**src/rtl/cntr_pkg.sv**
```systemverilog
// Shared types for the parametrised up/down counter.
package cntr_pkg;

  typedef enum logic {
    CNT_WRAP = 1'b0,
    CNT_SAT  = 1'b1
  } cnt_mode_e;

endpackage

```
**src/rtl/cntr_next.sv**
```systemverilog
// Next-count and wrap/end-event logic for one counting step in the current direction.
module cntr_next
  import cntr_pkg::*;
#(
  parameter int        WIDTH   = 4,
  parameter int        MAX_VAL = 2**WIDTH-1,
  parameter cnt_mode_e MODE    = CNT_WRAP
) (
  input  logic [WIDTH-1:0] q,
  input  logic             ud,
  output logic [WIDTH-1:0] nxt,
  output logic             evt
);

  localparam logic [WIDTH:0] LIM = (WIDTH+1)'(MAX_VAL);
  localparam logic [WIDTH:0] ONE = (WIDTH+1)'(1);

  logic [WIDTH:0] qx;
  logic [WIDTH:0] sum;

  assign qx = {1'b0, q};

  // The extra top bit keeps the +1/-1 result from aliasing before the range compare.
  always_comb begin
    nxt = q;
    evt = 1'b0;
    sum = '0;
    if (ud) begin
      if (qx >= LIM) begin
        if (MODE == CNT_WRAP) begin
          nxt = '0;
          evt = 1'b1;
        end
      end else begin
        sum = qx + ONE;
        nxt = sum[WIDTH-1:0];
        evt = (MODE == CNT_SAT) && (sum == LIM);
      end
    end else begin
      if (qx == '0) begin
        if (MODE == CNT_WRAP) begin
          nxt = LIM[WIDTH-1:0];
          evt = 1'b1;
        end
      end else begin
        sum = qx - ONE;
        nxt = sum[WIDTH-1:0];
        evt = (MODE == CNT_SAT) && (sum == '0);
      end
    end
  end

endmodule

```
**src/rtl/cntr_updn_mod.sv**
```systemverilog
// Parametrised up/down counter with wrap/saturate modes, clear, load and registered wrap flag.
module cntr_updn_mod
  import cntr_pkg::*;
#(
  parameter int        WIDTH   = 4,
  parameter int        MAX_VAL = 2**WIDTH-1,
  parameter cnt_mode_e MODE    = CNT_WRAP,
  parameter int        RST_VAL = 0
) (
  input  logic             clk,
  input  logic             reset,
  input  logic             en,
  input  logic             ud,
  input  logic             clr,
  input  logic             load,
  input  logic [WIDTH-1:0] d,
  output logic [WIDTH-1:0] q,
  output logic             wrap,
  output logic             at_lim
);

  localparam logic [WIDTH-1:0] MAX_Q = WIDTH'(MAX_VAL);
  localparam logic [WIDTH-1:0] RST_Q = WIDTH'(RST_VAL);

  if (MAX_VAL < 0 || longint'(MAX_VAL) > (longint'(1) << WIDTH) - 1) begin : g_bad_max
    $error("cntr_updn_mod: MAX_VAL must lie in 0..2**WIDTH-1");
  end
  if (RST_VAL < 0 || RST_VAL > MAX_VAL) begin : g_bad_rst
    $error("cntr_updn_mod: RST_VAL must lie in 0..MAX_VAL");
  end

  logic [WIDTH-1:0] nxt;
  logic             evt;

  cntr_next #(
    .WIDTH  (WIDTH),
    .MAX_VAL(MAX_VAL),
    .MODE   (MODE)
  ) u_next (
    .q  (q),
    .ud (ud),
    .nxt(nxt),
    .evt(evt)
  );

  // clr beats load beats en; wrap only survives one edge because every other path clears it.
  always_ff @(posedge clk or negedge reset) begin
    if (!reset) begin
      q    <= RST_Q;
      wrap <= 1'b0;
    end else if (clr) begin
      q    <= '0;
      wrap <= 1'b0;
    end else if (load) begin
      q    <= (d > MAX_Q) ? MAX_Q : d;
      wrap <= 1'b0;
    end else if (en) begin
      q    <= nxt;
      wrap <= evt;
    end else begin
      wrap <= 1'b0;
    end
  end

  assign at_lim = ud ? (q == MAX_Q) : (q == '0);

endmodule
```
**config.mk**
```make
export PLATFORM = sky130hd
export DESIGN_NAME = cntr_updn_mod
export DESIGN_NICKNAME = d
export VERILOG_FILES = /design/src/rtl/cntr_pkg.sv /design/src/rtl/cntr_next.sv /design/src/rtl/cntr_updn_mod.sv
export SDC_FILE = /design/constraint.sdc
export NUM_CORES = 1
export LEC_CHECK = 0
export ABC_CLOCK_PERIOD_IN_PS = 2250
export BUFFER_PORTS_ARGS = -buffer_cell sky130_fd_sc_hd__buf_2
export CAP_MARGIN = 20
export CORE_AREA = 3 3 40 42
export CTS_CLUSTER_SIZE = 8
export DETAILED_ROUTE_END_ITERATION = 6
export DIE_AREA = 0 0 43 45
export PLACE_DENSITY = 0.51
export SLEW_MARGIN = 20
export SYNTH_ARGS = -nofsm -noshare
export SYNTH_HDL_FRONTEND = slang
export SYNTH_SLANG_ARGS = --single-unit
export TNS_END_PERCENT = 100
```
**constraint.sdc**
```tcl
create_clock -name clk -period 2.25 [get_ports clk]
set_input_delay 0.1125 -clock clk [delete_from_list [all_inputs] [get_ports clk]]
set_output_delay 0.1125 -clock clk [all_outputs]
set_load 0.05 [all_outputs]
```
==> key figures <==
Final layout
  – Leading cell type in the layout, fill and taps excluded: buf_2
  – Final core occ: 40.4%
  – Commonest non-fill, non-tap cells in the layout: buf_2 (15), inv_1 (5), dfrtp_1 (5), nor2_1 (4)
  – Ant diodes: 0
  – Share of cells above drive strength 1: 34.4%
  – Synth-to-layout area growth: 28.1%
  – Fin nets: 74

Power
  – Comb pwr share: 31.8%
  – Psw: 0.108 mW
  – Peak supply drop: 0.000505 V
  – P_int: 0.201 mW
  – Power Density: 594 nW/µm²
  – Switching Share: 35.0%
  – Clock power frac: 33.2%
  – Leak pwr: 0.276 nW
  – Total power: 0.309 mW
  – Flop pwr share: 35.0%

Logic synthesis
  – Post-Syn Area: 405 µm²
  – Distinct cells, synth: 27
  – Main combinational cell family by area after synthesis: compound AO/OA/AOI/OAI gates
  – Yosys Warn Count: 0
  – Post-Syn Area per Cell: 9.43 µm²
  – Synth Area in XOR/XNOR: 4.32%
  – Post-Synth Adder-Cell Area: 6.17%
  – Mapped Nets: 55
  – Multiplexer area fraction after synthesis: 4.94%
  – Post-synth EDFFs: 0
  – Post-synth top flop: dfrtp_1
  – Share of the synthesized area in compound gates (AO/OA/AOI/OAI): 29.0%
  – Async SR Flop Fraction: 100%
  – Mapped Cells: 43
  – #FFs+latches synth: 5
  – Area share of and/or/nand/nor cells after synthesis: 16.0%
  – Sequential fraction of the synthesis area: 30.9%

CTS
  – Clock transition at the registers of the reported paths: 40 ps
  – H-tree levels: 1
  – Clock tree sinks: 5
  – Total CTS buffers: 3
  – Deepest clock path buffer count: 2
  – Worst skew pair latency: 240 ps
  – Root Buffer: clkbuf_4
  – TritonCTS clock tree: yes

Floorplan
  – Initial Utilization: 31.5%
  – Chip Height: 45 µm
  – CORE AREA: 1280 µm²
  – Die Wd: 43 µm
  – Die ar.: 1940 µm²
  – I/O pin count: 16
  – Row count: 13

Critical path
  – Crit Reg-Reg Endpoint: q[0]
  – Worst path depth: 5
  – Crit start category: register
  – Crit-path cells: inv_1, ha_1, or4b_4, nand2_1, buf_2
  – Family with the most delay on the worst path: simple AND/OR/NAND/NOR gates
  – Crit path required time: 2140 ps
  – Arrival time at the worst endpoint: 1810 ps
  – CP Max Fanout: 8
  – CP endpoint kind: output pin
  – Worst path max stage delay: 490 ps
  – Slowest-stage cell, CP: or4b_4
  – R2R cell count: 6
  – Setup CP Type: register to output pin
  – R2r setup slk: 520 ps
  – Number of buffers and inverters on the critical path: 2
  – Worst reg2reg startpoint: q[0]

Global route
  – Grt total ovfl: 0
  – Vias in the first global route: 348
  – Global Route Usage Sum: 11.4%
  – Initial antenna violation count: 0
  – Largest net degree at the start of global routing: 10
  – First-pass GRT wire length: 1590 µm

Timing
  – Final setup fails: 0
  – Setup TNS Final: 0 ps
  – Min Tclk post-route: 1920 ps
  – Max-Slew Margin vs Limit: 81.3%
  – Fmax: 0.520 GHz
  – Final Hold Viols: 0
  – RSZ-0062 raised after global routing: false
  – Worst Skew: 2.85 ps
  – Tightest Pin Transition: 280 ps
  – Max-slew violations: 0
  – Final period util: 85.4%

Hold path
  – Hold path endpoint: q[0]
  – Min-Delay Path Class: input port to register
  – Hold Startpoint: clr
  – Worst hold path stage count: 2

Placement
  – Routability cong.: 0.725
  – HPWL after DPL: 712 µm
  – PortBufs: 15

Drt
  – Initial DRC count: 7
  – DRC Markers: 0
  – Total wire length: 957 µm
  – Total number of vias: 382
  – DR vias/cell: 5.03
  – Drt pass-1 iters: 4
  – ANT nets after route: 0
  – Routed wire per std cell: 12.6 µm

Job
  – Max cap viols: 0

Status
  – Status: complete, no violations
## worst register-to-register path, stage by stage (launching register included)
cell and delay (ps):
dfrtp_1 450, inv_1 110, ha_1 180, or4b_4 490
a311oi_2 260, a21oi_1 60, nor2_1 90
## how the worst max path moves through the flow
| stage | from | end |
|---|---|---|
| floorplan | q[0] | at_lim |
| global placement | q[0] | q[3] |
| detailed placement | q[0] | q[0] |
| CTS | q[0] | at_lim |
| global route | q[0] | at_lim |
| finish | q[0] | at_lim |
## cells by family (layout without fill, tap and decap cells)
kind of cell | count (synthesis) | count (layout)
AO/OA/AOI/OAI | 14 | 14
AND/OR/NAND/NOR | 11 | 11
buffers and inverters | 7 | 25
flip-flops | 5 | 5
adder cells (fa/ha/maj) | 2 | 2
XOR/XNOR | 2 | 2
multiplexers | 2 | 2
## area by class of cell
cell class	instances	area, µm²
Clock buffer	4	26.3
Fill cell	147	766
Inverter	5	18.8
Multi-Input combinational cell	31	245
Sequential cell	5	125
Tap cell	15	18.8
Timing Repair Buffer	16	85.1
## Yosys cell counts (all sizes together), types with 2 or more instances
| cell type | n | area, µm² |
|---|---|---|
| ha | 2 | 25.0 |
| buf | 2 | 16.3 |
| mux2i | 2 | 20.0 |
| or4b | 2 | 23.8 |
| nor2 | 4 | 15.0 |
| nand2 | 2 | 7.51 |
| a21oi | 3 | 15.0 |
| dfrtp | 5 | 125 |
| inv | 5 | 18.8 |
## routing by layer
| layer | GRT usage (%) | wire, µm |
|---|---|---|
| met5 | 0 | 0 |
| met4 | 3.61 | 0 |
| met3 | 5.58 | 58 |
| met2 | 18.0 | 446 |
| met1 | 13.6 | 452 |
## metrics by stage
| step | hold WS, ps | setup slack [ps] | instance area, µm² | instances |
|---|---|---|---|---|
| floorplan | -183 | 371 | 405 | 43 |
| global placement | -69.6 | 570 | 483 | 71 |
| detailed placement | -70.2 | 549 | 483 | 71 |
| CTS | 99.9 | 314 | 519 | 76 |
| global route | 109 | 219 | 519 | 76 |
| finish | 110 | 328 | 519 | 76 |
## sequential cells by signal (all words and copies together) (netlist names)
name	count
q	4
wrap	1
## power by group through the flow
stage	Sequential, mW	Combinational [mW]	Clock [mW]
after floorplan	0.127	0.0527	0
after global placement	0.110	0.0981	0
after detailed placement	0.110	0.0973	0
after CTS	0.108	0.0997	0.110
after global routing	0.110	0.107	0.121
final	0.108	0.0983	0.102
## what timing repair did
item | in CTS | in global routing
resized for setup | 0 | 0
hold endpoints to repair | 5 | 0
setup buffers | 0 | 0
hold buffers | 1 | 0
Power figures use the tool's default switching activity.
